==> config.mk <==
export PLATFORM = sky130hd
export DESIGN_NAME = sensor_poll_scheduler_flat
export DESIGN_NICKNAME = d
export VERILOG_FILES = /design/src/rtl/sensor_poll_scheduler_pkg.sv /design/src/rtl/sensor_poll_scheduler_if.sv /design/src/rtl/sensor_poll_scheduler_tick_gen.sv /design/src/rtl/sensor_poll_scheduler.sv /design/src/flat_wrapper.sv
export SDC_FILE = /design/constraint.sdc
export NUM_CORES = 1
export LEC_CHECK = 0
export CAP_MARGIN = 20
export CORE_MARGIN = 2
export CORE_UTILIZATION = 55
export CTS_CLUSTER_SIZE = 10
export DETAILED_ROUTE_END_ITERATION = 16
export DONT_BUFFER_PORTS = 1
export PLACE_DENSITY = 0.69
export RECOVER_POWER = 25
export SLEW_MARGIN = 20
export SYNTH_ARGS = -nofsm -noshare
export SYNTH_HDL_FRONTEND = slang
export SYNTH_HIERARCHICAL = 1
export SYNTH_SLANG_ARGS = --single-unit
==> constraint.sdc <==
create_clock -name clk -period 1.62 [get_ports clk]
set_input_delay 0.081 -clock clk [delete_from_list [all_inputs] [get_ports clk]]
set_output_delay 0.081 -clock clk [all_outputs]
set_load 0.01 [all_outputs]
==> src/rtl/sensor_poll_scheduler_pkg.sv <==
// rtl/sensor_poll_scheduler_pkg.sv - shared types and constants for the sensor poll scheduler
package sensor_poll_pkg;

    localparam int SAMPLE_W = 8;

    typedef enum logic [2:0] {
        ST_IDLE,
        ST_WAIT_TICK,
        ST_TRIGGER,
        ST_WAIT_MEAS,
        ST_REQUEST,
        ST_CAPTURE,
        ST_NEXT
    } poll_state_t;

endpackage

==> src/rtl/sensor_poll_scheduler_if.sv <==
// rtl/sensor_poll_scheduler_if.sv - handshake bus between scheduler and sensor comm block
interface sensor_poll_if #(
    parameter int SEL_W = 2
);
    import sensor_poll_pkg::*;

    logic                meas_start;
    logic [SEL_W-1:0]    sensor_sel;
    logic                meas_ready;
    logic                request_data;
    logic                data_ready;
    logic [SAMPLE_W-1:0] data_in;

    // Scheduler side
    modport master (
        output meas_start,
        output sensor_sel,
        output request_data,
        input  meas_ready,
        input  data_ready,
        input  data_in
    );

    // Comm block side
    modport slave (
        input  meas_start,
        input  sensor_sel,
        input  request_data,
        output meas_ready,
        output data_ready,
        output data_in
    );

endinterface

==> src/rtl/sensor_poll_scheduler_tick_gen.sv <==
// rtl/sensor_poll_scheduler_tick_gen.sv - round-start tick divider with pending flag and overrun detect
module poll_tick_gen #(
    parameter int POLL_DIV = 100000
) (
    input  logic clk,
    input  logic rst_n,
    input  logic enable,
    input  logic consume,
    input  logic clr_err,
    output logic pending,
    output logic overrun
);

    localparam int CNT_W = $clog2(POLL_DIV);

    logic [CNT_W-1:0] cnt;
    logic             tick;

    assign tick = enable && (cnt == CNT_W'(POLL_DIV - 1));

    // Free-running divider and single-entry pending flag; a tick landing on an
    // unconsumed pending flag is recorded as a sticky overrun.
    always_ff @(posedge clk or negedge rst_n) begin
        if (!rst_n) begin
            cnt     <= '0;
            pending <= 1'b0;
            overrun <= 1'b0;
        end else begin
            if (!enable) begin
                cnt     <= '0;
                pending <= 1'b0;
            end else begin
                cnt     <= tick ? '0 : cnt + 1'b1;
                pending <= (pending && !consume) || tick;
            end
            if (tick && pending && !consume) begin
                overrun <= 1'b1;
            end else if (clr_err) begin
                overrun <= 1'b0;
            end
        end
    end

endmodule

==> src/rtl/sensor_poll_scheduler.sv <==
// rtl/sensor_poll_scheduler.sv - round-robin distance sensor polling FSM with timeouts and key decisions
module sensor_poll_scheduler
    import sensor_poll_pkg::*;
#(
    parameter  int NUM_SENSORS = 4,
    parameter  int POLL_DIV    = 100000,
    parameter  int TIMEOUT     = 4096,
    localparam int SEL_W       = $clog2(NUM_SENSORS)
) (
    input  logic                   clk,
    input  logic                   rst_n,
    input  logic                   enable,
    input  logic [SAMPLE_W-1:0]    threshold,
    input  logic                   clr_err,
    sensor_poll_if.master          bus,
    output logic                   sample_valid,
    output logic [SEL_W-1:0]       sample_ch,
    output logic [SAMPLE_W-1:0]    sample_data,
    output logic [NUM_SENSORS-1:0] key_mask,
    output logic [NUM_SENSORS-1:0] err_mask,
    output logic                   round_done,
    output logic                   overrun
);

    localparam int TMO_W = $clog2(TIMEOUT);

    poll_state_t      state;
    logic [SEL_W-1:0] ch;
    logic [TMO_W-1:0] tmo;
    logic             failed;
    logic             meas_start;
    logic             request_data;
    logic             pending;
    logic             consume;
    logic             last_ch;
    logic             tmo_last;

    assign consume  = (state == ST_WAIT_TICK) && enable && pending;
    assign last_ch  = (ch == SEL_W'(NUM_SENSORS - 1));
    assign tmo_last = (tmo == TMO_W'(TIMEOUT - 1));

    assign bus.meas_start   = meas_start;
    assign bus.request_data = request_data;
    assign bus.sensor_sel   = ch;

    poll_tick_gen #(
        .POLL_DIV (POLL_DIV)
    ) u_tick_gen (
        .clk     (clk),
        .rst_n   (rst_n),
        .enable  (enable),
        .consume (consume),
        .clr_err (clr_err),
        .pending (pending),
        .overrun (overrun)
    );

    // Scan sequencer: one channel at a time, every wait bounded by the timeout
    // counter so a dead sensor only costs its own slot in the round.
    always_ff @(posedge clk or negedge rst_n) begin
        if (!rst_n) begin
            state        <= ST_IDLE;
            ch           <= '0;
            tmo          <= '0;
            failed       <= 1'b0;
            meas_start   <= 1'b0;
            request_data <= 1'b0;
            sample_valid <= 1'b0;
            sample_ch    <= '0;
            sample_data  <= '0;
            key_mask     <= '0;
            err_mask     <= '0;
            round_done   <= 1'b0;
        end else begin
            meas_start   <= 1'b0;
            sample_valid <= 1'b0;
            round_done   <= 1'b0;
            // a bit set later in this block overrides the clear
            if (clr_err) begin
                err_mask <= '0;
            end
            case (state)
                ST_IDLE: begin
                    if (enable) begin
                        state <= ST_WAIT_TICK;
                    end
                end
                ST_WAIT_TICK: begin
                    if (!enable) begin
                        state <= ST_IDLE;
                    end else if (pending) begin
                        ch         <= '0;
                        meas_start <= 1'b1;
                        state      <= ST_TRIGGER;
                    end
                end
                ST_TRIGGER: begin
                    tmo   <= '0;
                    state <= ST_WAIT_MEAS;
                end
                ST_WAIT_MEAS: begin
                    if (bus.meas_ready) begin
                        tmo          <= '0;
                        request_data <= 1'b1;
                        state        <= ST_REQUEST;
                    end else if (tmo_last) begin
                        failed     <= 1'b1;
                        round_done <= last_ch;
                        state      <= ST_NEXT;
                    end else begin
                        tmo <= tmo + 1'b1;
                    end
                end
                ST_REQUEST: begin
                    if (bus.data_ready) begin
                        request_data <= 1'b0;
                        sample_valid <= 1'b1;
                        sample_ch    <= ch;
                        sample_data  <= bus.data_in;
                        key_mask[ch] <= (bus.data_in >= threshold);
                        state        <= ST_CAPTURE;
                    end else if (tmo_last) begin
                        request_data <= 1'b0;
                        failed       <= 1'b1;
                        round_done   <= last_ch;
                        state        <= ST_NEXT;
                    end else begin
                        tmo <= tmo + 1'b1;
                    end
                end
                ST_CAPTURE: begin
                    round_done <= last_ch;
                    state      <= ST_NEXT;
                end
                ST_NEXT: begin
                    if (failed) begin
                        err_mask[ch] <= 1'b1;
                        key_mask[ch] <= 1'b0;
                    end
                    failed <= 1'b0;
                    if (last_ch) begin
                        state <= ST_WAIT_TICK;
                    end else begin
                        ch         <= ch + 1'b1;
                        meas_start <= 1'b1;
                        state      <= ST_TRIGGER;
                    end
                end
                default: begin
                    state <= ST_IDLE;
                end
            endcase
        end
    end

endmodule

==> src/flat_wrapper.sv <==
// flat-port wrapper written by rule: the top's interface ports become plain ports
module sensor_poll_scheduler_flat import sensor_poll_pkg::*;
#(
    parameter  int NUM_SENSORS = 4,
    parameter  int POLL_DIV    = 100000,
    parameter  int TIMEOUT     = 4096,
    localparam int SEL_W       = $clog2(NUM_SENSORS)
)
  (clk, rst_n, enable, threshold, clr_err, sample_valid, sample_ch, sample_data, key_mask, err_mask, round_done, overrun, bus_meas_start, bus_sensor_sel, bus_request_data, bus_meas_ready, bus_data_ready, bus_data_in);
  sensor_poll_if #(.SEL_W(2)) bus_i ();
  input  logic clk;
  input  logic rst_n;
  input  logic enable;
  input  logic [SAMPLE_W-1:0] threshold;
  input  logic clr_err;
  output logic sample_valid;
  output logic [SEL_W-1:0] sample_ch;
  output logic [SAMPLE_W-1:0] sample_data;
  output logic [NUM_SENSORS-1:0] key_mask;
  output logic [NUM_SENSORS-1:0] err_mask;
  output logic round_done;
  output logic overrun;
  output wire logic [$bits(bus_i.meas_start)-1:0] bus_meas_start;
  output wire logic [$bits(bus_i.sensor_sel)-1:0] bus_sensor_sel;
  output wire logic [$bits(bus_i.request_data)-1:0] bus_request_data;
  input wire logic [$bits(bus_i.meas_ready)-1:0] bus_meas_ready;
  input wire logic [$bits(bus_i.data_ready)-1:0] bus_data_ready;
  input wire logic [$bits(bus_i.data_in)-1:0] bus_data_in;
  assign bus_meas_start = bus_i.meas_start;
  assign bus_sensor_sel = bus_i.sensor_sel;
  assign bus_request_data = bus_i.request_data;
  assign bus_i.meas_ready = bus_meas_ready;
  assign bus_i.data_ready = bus_data_ready;
  assign bus_i.data_in = bus_data_in;
  sensor_poll_scheduler #(.NUM_SENSORS(NUM_SENSORS), .POLL_DIV(POLL_DIV), .TIMEOUT(TIMEOUT)) u_core (.clk(clk), .rst_n(rst_n), .enable(enable), .threshold(threshold), .clr_err(clr_err), .bus(bus_i), .sample_valid(sample_valid), .sample_ch(sample_ch), .sample_data(sample_data), .key_mask(key_mask), .err_mask(err_mask), .round_done(round_done), .overrun(overrun));
endmodule
After elaboration in Yosys (flattened, before gate mapping)

Cells that the tools add are included.
Widths: inputs -> output; s select.

Register bits after elaboration: 59
Output and inout bits: 25
Word-level logic and storage cells: 115

Add/sub/neg operators: 3
Order comparisons: 3
Eq/ne operators: 20
Muxes and demuxes: 48
Bitwise logic cells: 3
Reduce and logical (&&, ||, !) cells: 23

Operators by type and width:

| cell                  | number |
|---|---|
| $mux 12               | 3 |
| $pmux 12 s3           | 1 |
| $mux 17               | 2 |
| $pmux 3 s7            | 1 |
| $mux 4                | 5 |
| $mux 1                | 18 |
| $mux 3                | 6 |
| $add 17x1->17 const B | 1 |
| $eq 17x17->1 const B  | 1 |
| $ne 2x2->1 const B    | 8 |
| $add 12x1->12 const B | 1 |
| $eq 12x12->1 const B  | 1 |
| $eq 3x3->1 const B    | 3 |
| $reduce_and 3->1      | 3 |
| $ge 8x8->1            | 1 |
| $mux 2                | 4 |
| $pmux 4 s2            | 1 |
| $reduce_bool 2->1     | 4 |
| $logic_and 1x1->1     | 7 |
| $eq 3x2->1 const B    | 2 |
| $pmux 1 s3            | 2 |
| $reduce_and 2->1      | 3 |
| $reduce_bool 3->1     | 2 |
| $and 4x4->4           | 1 |
| other kinds (18)      | 19 |

Longest topological paths before layout

Gate-level depths: netlist (run 1).

Word-level depth: 8
Gate-level depth with buffers: 6
Gate-level depth less buffers: 6

Hierarchy

Netlist (run 1), hierarchy kept.

Modules (own cells, without submodules):

| module                | times used | cells each | area an instance (µm²) |
|---|---|---|---|
| sensor_poll_scheduler | 1          | 225        | 2309.7 |
| poll_tick_gen         | 1          | 90         | 1001.0 |

Worst setup path after synthesis (run 1)

No wires, ideal clock.

Path kind: register to register
Start: register u_core.state[0]
End: register u_core.sample_data[0]
Setup time: 125 ps
Data arrival time: 1456 ps
Data required time: 1495 ps
Slack: 39 ps
Stages on the path, launching flop included: 6
Clock period less this slack: 1581 ps
Cells stage by stage: dfrtp_1 > buf_6 > nor3b_1 > and2_1 > buf_4 > mux2_2

Longest elaborated chain between the ends: 2

Ends and longest elaborated chain:

| what                              | RTL line                     | source |
|---|---|---|
| start, declared                   | sensor_poll_scheduler.sv:27  | `poll_state_t state;` |
| start signal, assigned            | sensor_poll_scheduler.sv:62  | `state <= ST_IDLE;` |
| start signal, assigned            | sensor_poll_scheduler.sv:85  | `state <= ST_WAIT_TICK;` |
| start signal, assigned            | sensor_poll_scheduler.sv:90  | `state <= ST_IDLE;` |
| $eq 3x3->1                        | sensor_poll_scheduler.sv:82  | `case (state)` |
| $reduce_and 2->1 (no source line) | n/a                          |  |
| end signal, assigned              | sensor_poll_scheduler.sv:119 | `sample_data <= bus.data_in;` |
| end, declared                     | sensor_poll_scheduler.sv:18  | `output logic [SAMPLE_W-1:0] sample_data,` |

Every way passes these cells.
A chain may end at the register's enable or synchronous reset.

Worst setup path in the final report (run 1)

Start: register u_core.state[0]
End: register u_core.tmo[8]

Longest elaborated chain between the ends: 3
Elaborated cells on any way between the ends: 7
Those cells by class: eq/ne: 4; mux: 1; reduce/logical: 2

Ends and longest elaborated chain:

| what                                                             | RTL line                     | source |
|---|---|---|
| $eq 3x3->1 or $eq 3x2->1 (tied branches)                         | sensor_poll_scheduler.sv:82  |  |
| $ne 2x2->1 (no source line) or $reduce_bool 3->1 (tied branches) | n/a                          |  |
| $reduce_and 2->1 (no source line)                                | n/a                          |  |
| end signal, assigned                                             | sensor_poll_scheduler.sv:111 | `tmo <= tmo + 1'b1;` |
| end signal, assigned                                             | sensor_poll_scheduler.sv:128 | `tmo <= tmo + 1'b1;` |
| end, declared                                                    | sensor_poll_scheduler.sv:29  | `logic [TMO_W-1:0] tmo;` |

Several ways; a longest one is shown, not always the timed one.

==> results of run 1 <==
[logic make-up after synthesis]
group,count (synthesis),share of synthesized area (%)
and+or+nand+nor,114,22.3
AOI/OAI and AO/OA,62,13.2
DFF,59,44.6
buffers and inverters,34,5.06
muxes,17,5.59
xor gates and xnor gates,15,3.97
adders and majority gates,14,5.29
[metrics by stage]
| step | instances | instance area [µm²] | power [W] | hold WS [ns] | TNS (ns) |
|---|---|---|---|---|---|
| after detailed placement | 415 | 3590 | 0.00322 | -0.213 | -0.0982 |
| after global routing | 449 | 4020 | 0.00506 | 0.0718 | -0.0642 |
| final | 449 | 4020 | 0.00481 | 0.0554 | 0 |
| after CTS | 448 | 3990 | 0.00478 | 0.0432 | 0 |
| after global placement | 415 | 3590 | 0.00318 | -0.213 | -0.00682 |
| after floorplan | 315 | 3310 | 0.00284 | -0.215 | 0 |
[per-layer routing]
metal	global-route usage [%]	routed length [µm]
met5	0	0
met4	10.2	157
met3	6.92	375
met2	36.7	3490
met1	30.0	3200
[cell usage after synthesis, types with 2 or more instances]
cell type,number
dfrtp_1,59
nand3_1,18
and2_1,2
a21oi_2,2
a21o_1,2
or3_1,3
nor4_1,4
xnor2_1,12
nand2_1,12
a32o_1,2
o41ai_1,2
o311ai_0,3
o221ai_1,2
and3_1,2
or2_2,2
mux2i_1,5
buf_4,2
nand2b_1,3
a22o_1,2
mux2_2,12
a21boi_0,2
o21ai_0,14
nor2_2,4
ha_1,14
inv_1,26
nand2_2,2
nor2_1,21
xor2_1,3
buf_2,2
a21oi_1,13
o22ai_1,5
nand4_2,4
nor3_1,11
nor4_2,5
o211ai_1,2
nand4_1,5
buf_6,4
[worst paths after layout]
check	to	slack [ns]	depth (start not counted)
worst max-delay path	u_core/tmo[8]	0.03	4
worst min-delay path	u_core/state[1]	0.06	3
max in group asynchronous	u_core/state[0]	0.64	2
worst max register to register	u_core/tmo[8]	0.03	4
worst min register to register	u_core/failed	0.52	2
min in group asynchronous	u_core/u_tick_gen/cnt[9]	0.38	2
[power by group]
group / total [W] / leakage (nW) / internal [W] / switching (W)
clock network: 0.00141 / 0.101 / 0.000733 / 0.000676
registers: 0.00203 / 0.773 / 0.00171 / 0.000318
logic: 0.00137 / 0.889 / 0.000674 / 0.000696
total: 0.00481 / 1.76 / 0.00312 / 0.00169
[area by class of cell]
cell class,instances,area (µm²)
fill,431,1860
clock buffer,9,124
timing repair buffer,51,432
sequential,59,1480
clock inverter,7,81.3
tap,75,93.8
inverter,26,97.6
multi-input combinational,222,1720
[timing repair]
| item | in CTS | in global routing |
|---|---|---|
| setup buffers | 3 | 1 |
| hold buffers | 14 | 0 |
| gates cloned | 0 | 0 |
| pin swaps | 1 | 8 |
| gates resized for setup | 5 | 12 |
| setup endpoints to repair | 6 | 23 |
| hold endpoints to repair | 93 | 0 |
[state kept, by name, summed over array words and instances, names as in the netlist]
| register | cells |
|---|---|
| u_core/bus.meas_start | 1 |
| u_core/bus.request_data | 1 |
| u_core/bus.sensor_sel | 2 |
| u_core/err_mask | 4 |
| u_core/failed | 1 |
| u_core/key_mask | 4 |
| u_core/round_done | 1 |
| u_core/sample_ch | 2 |
| u_core/sample_data | 8 |
| u_core/sample_valid | 1 |
| u_core/state | 3 |
| u_core/tmo | 12 |
| u_core/u_tick_gen/cnt | 17 |
| u_core/u_tick_gen/overrun | 1 |
| u_core/u_tick_gen/pending | 1 |
[critical path: stages, from the launching register on]
cell     delay (ns)
dfrtp_2        0.46
or4b_4         0.58
o21ai_4        0.13
o21ai_1        0.11
a32o_1         0.21
==> results.cfg, run 1 <==
[flow_run]
max_cap_viol_count = 0

[worst_setup_path]
start_kind = flip-flop
crit_arrival_ns = 1.83
worstSetupStartpoint = u_core/state[0]
reg2reg_from = u_core/state[0]
critPathKind = flip-flop to flip-flop
crit_path_end_kind = flip-flop
crit_fanout = 7
cp.required_ns = 1.86

[clocking]
htree_levels = 3
cts_root_buffer = clkbuf_8
clkLatencyLatePin_ns = 0.35
cts_sinks = 59
cts_tree = done
cts_made_buffers = 9
cts_buffer_depth = 2
path_clk_slew_ns = 0.08

[routing]
ant_nets = 0
wl_per_cell_um = 16.1
vias_per_cell = 5.85
drt_pass1_iterations = 4
num_vias = 2626
drc = 0
drt_wl_total_mm = 7.22
drtIter0Drc = 138

[timing]
worst_pin_slew_ns = 0.813
setup_slack_ns = 0.0270
rsz0062_at_grt = yes
finalHoldViolCount = 0
slew_headroom_pct = 45.8
fin_crit_ns = 1.59
finalCritPeriodShare_pct = 98.3
drv_slew = 0
setup_viol = 0
fin_skew_ns = 0.00729
clock.fmax_mhz = 628

[layout]
layout_common_cells = dfrtp_1 (57), buf_4 (35), inv_1 (26), nor2_1 (21), nand3_1 (16)
final_common_cell = dfrtp_1
drive_gt1_share_pct = 28.3
nNetsFinal = 405
fin_util_pct = 68.4
antennaDiodeCount = 0
syn_to_final_growth_pct = 21.5

[synthesis]
ys_async_sr_fraction_pct = 100
ys_warn_count = 6
ys_types = 64
synth_ff_type = dfrtp_1
syn_nets = 351
yosysTopAreaCellShare_pct = 44.6
yosysTopAreaCell = dfrtp_1
synth.area.top_cells = dfrtp_1 (45%), ha_1 (5.3%), mux2_2 (4.1%), xnor2_1 (3.2%), inv_1 (2.9%)
ys_ff_latch = 59
synth_edf_count = 0
syn_inst = 315
synth-seq-area-share_pct = 44.6
syn_avg_cell_area_um2 = 10.5
syn-cell-area_um2 = 3310

[floorplan]
start_util_pct = 56.2
fp.dieW_um = 81.6
coreArea_um2 = 5890
ios = 47
core.rowCount = 28
die_y_um = 81.6
die_area_um2 = 6660

[pwr]
power.density_nw_per_um2 = 1200
ir_drop_uv = 809
p_leak_nw = 1.76

[grt]
grt_pass1_vias = 2584
grt_pass1_wl_mm = 11.8
grt_use_total_pct = 23.4
grt_antenna_before_repair = 0
grt_max_degree = 60
overflow = 0

[placed_design]
gp_congestion = 0.886
pre_cts_ws_ns = -0.0380
dp_hpwl_mm = 4.82
portBuffers = 0

[hold_path]
hp-class = primary input to flip-flop
min_from = enable

[outcome]
status = complete, no violations
Power figures use the tool's default switching activity.
==> run 2: changes to the inputs <==
--- a/config.mk
+++ b/config.mk
@@ -11,7 +11,7 @@
 export CTS_CLUSTER_SIZE = 10
 export DETAILED_ROUTE_END_ITERATION = 16
 export DONT_BUFFER_PORTS = 1
-export PLACE_DENSITY = 0.69
+export PLACE_DENSITY_LB_ADDON = 0.08
 export RECOVER_POWER = 25
 export SLEW_MARGIN = 20
 export SYNTH_ARGS = -nofsm -noshare
==> results.cfg, run 2 (synthesis gave the netlist of run 1 again) <==
[floorplan]
coreArea_um2 = 5890
ios = 47
start_util_pct = 56.2
die_area_um2 = 6660
core.rowCount = 28
fp.dieW_um = 81.6
die_y_um = 81.6

[worst_setup_path]
critPathKind = flip-flop to flip-flop
crit_arrival_ns = 1.86
crit_path_end_kind = flip-flop
worst_path_largest_cell_delay_ns = 0.59
start_kind = flip-flop
crit_fanout = 11
path_cells = or4b_4, nand2_4, buf_12, a41oi_2, a21oi_2
crit_slowest_cell = or4b_4
cp.required_ns = 1.89

[grt]
grt_pass1_vias = 2530
overflow = 0
grt_pass1_wl_mm = 11.9
grt_antenna_before_repair = 0
grt_max_degree = 60
grt_use_total_pct = 23.4

[clocking]
clkLatencyLatePin_ns = 0.33
path_clk_slew_ns = 0.07
cts_made_buffers = 9
cts_buffer_depth = 2
htree_levels = 3
cts_sinks = 59
cts_tree = done
post-cts-setup-buffer-count = 0
cts_root_buffer = clkbuf_8

[outcome]
status = complete, no violations

[pwr]
p_leak_nw = 1.79
ir_drop_uv = 871
clkPwrFrac_pct = 28.3
seq_power_share_pct = 42.0
power.density_nw_per_um2 = 1180
pwr-share-comb_pct = 29.7
p_int_w = 0.00319
switchingPower_w = 0.00162
switching_share_pct = 33.6
finalPower_w = 0.00480

[timing]
slew_headroom_pct = 47.4
finalHoldViolCount = 0
clock.fmax_mhz = 628
worst_pin_slew_ns = 0.789
fin_crit_ns = 1.59
drv_slew = 0
tns_ns = 0
fin_skew_ns = 0.00781
setup_slack_ns = 0.0280
finalCritPeriodShare_pct = 98.3
setup_viol = 0
hold_slack_ns = 0.0381
rsz0062_at_grt = yes

[routing]
drtIter0Drc = 116
num_vias = 2516
drc = 0
drt_wl_total_mm = 6.88
vias_per_cell = 5.60
ant_nets = 0
drt_pass1_iterations = 4
wl_per_cell_um = 15.3

[placed_design]
pre_cts_ws_ns = -0.0302
gp_congestion = 0.905
portBuffers = 0
dp_hpwl_mm = 4.93

[layout]
largest_reg_flops = 17
drive_gt1_share_pct = 28.9
nNetsFinal = 405
fin_util_pct = 68.9
syn_to_final_growth_pct = 22.5
antennaDiodeCount = 0
final_common_cell = dfrtp_1
layout_common_cells = dfrtp_1 (57), buf_4 (34), inv_1 (26), nor2_1 (21), nand3_1 (17)
top_register = u_core/u_tick_gen/cnt
largestRegisters = u_core/u_tick_gen/cnt (17), u_core/tmo (12), u_core/sample_data (8)

[hold_path]
hp-class = primary input to flip-flop

[flow_run]
max_cap_viol_count = 0
-- run 2: final cells by class --
type,instances,area [µm²]
Inverter,26,97.6
Clock inverter,6,63.8
Timing Repair Buffer,51,444
Multi-Input combinational cell,222,1740
Sequential cell,59,1480
Fill cell,454,1830
Tap cell,75,93.8
Clock buffer,10,138
-- run 2: power groups by stage --
stage	combinational [W]	sequential, W	clock [W]
finish	0.00143	0.00202	0.00136
global route	0.00158	0.00206	0.00146
CTS	0.00134	0.00201	0.00139
detailed placement	0.00126	0.00203	0
global placement	0.00124	0.00203	0
floorplan	0.000871	0.00197	0
-- run 2: timing repair --
action,4_1_cts,5_1_grt
hold endpoints to repair,90,0
hold buffers,14,0
pin swaps,2,5
endpoints found under the setup margin,7,23
gates cloned,0,0
resized for setup,5,17
-- run 2: per-stage QoR --
stage	cells	cell area [µm²]
after floorplan	315	3310
after global placement	419	3640
after detailed placement	419	3640
after CTS	449	4010
after global routing	449	4060
final	449	4060
-- run 2: per-layer routing --
| metal | GRT usage, % | share of wire [%] |
|---|---|---|
| met4 | 10.0 | 1.4 |
| met1 | 30.8 | 46 |
| met5 | 0 | 0 |
| met3 | 4.62 | 3.8 |
| met2 | 37.6 | 49 |
-- run 2: path summary, 6_finish.rpt --
check                                startpoint                        end  slack [ns]  depth (start not counted)
worst max-delay path            u_core/state[0]             u_core/tmo[10]        0.03                          5
worst min-delay path             bus_data_ready        u_core/sample_valid        0.04                          2
worst max register to register  u_core/state[0]             u_core/tmo[10]        0.03                          5
worst min register to register    u_core/failed              u_core/failed        0.52                          2
max in group asynchronous                 rst_n            u_core/state[0]        0.65                          2
min in group asynchronous                 rst_n  u_core/u_tick_gen/cnt[14]        0.40                          2
-- run 2: critical path, delay by kind of cell (launching register included) --
kind / cells / cell delay [ns]
flops: 1 / 0.46
buf+inv: 1 / 0.14
simple gates: 2 / 0.70
compound gates: 2 / 0.23
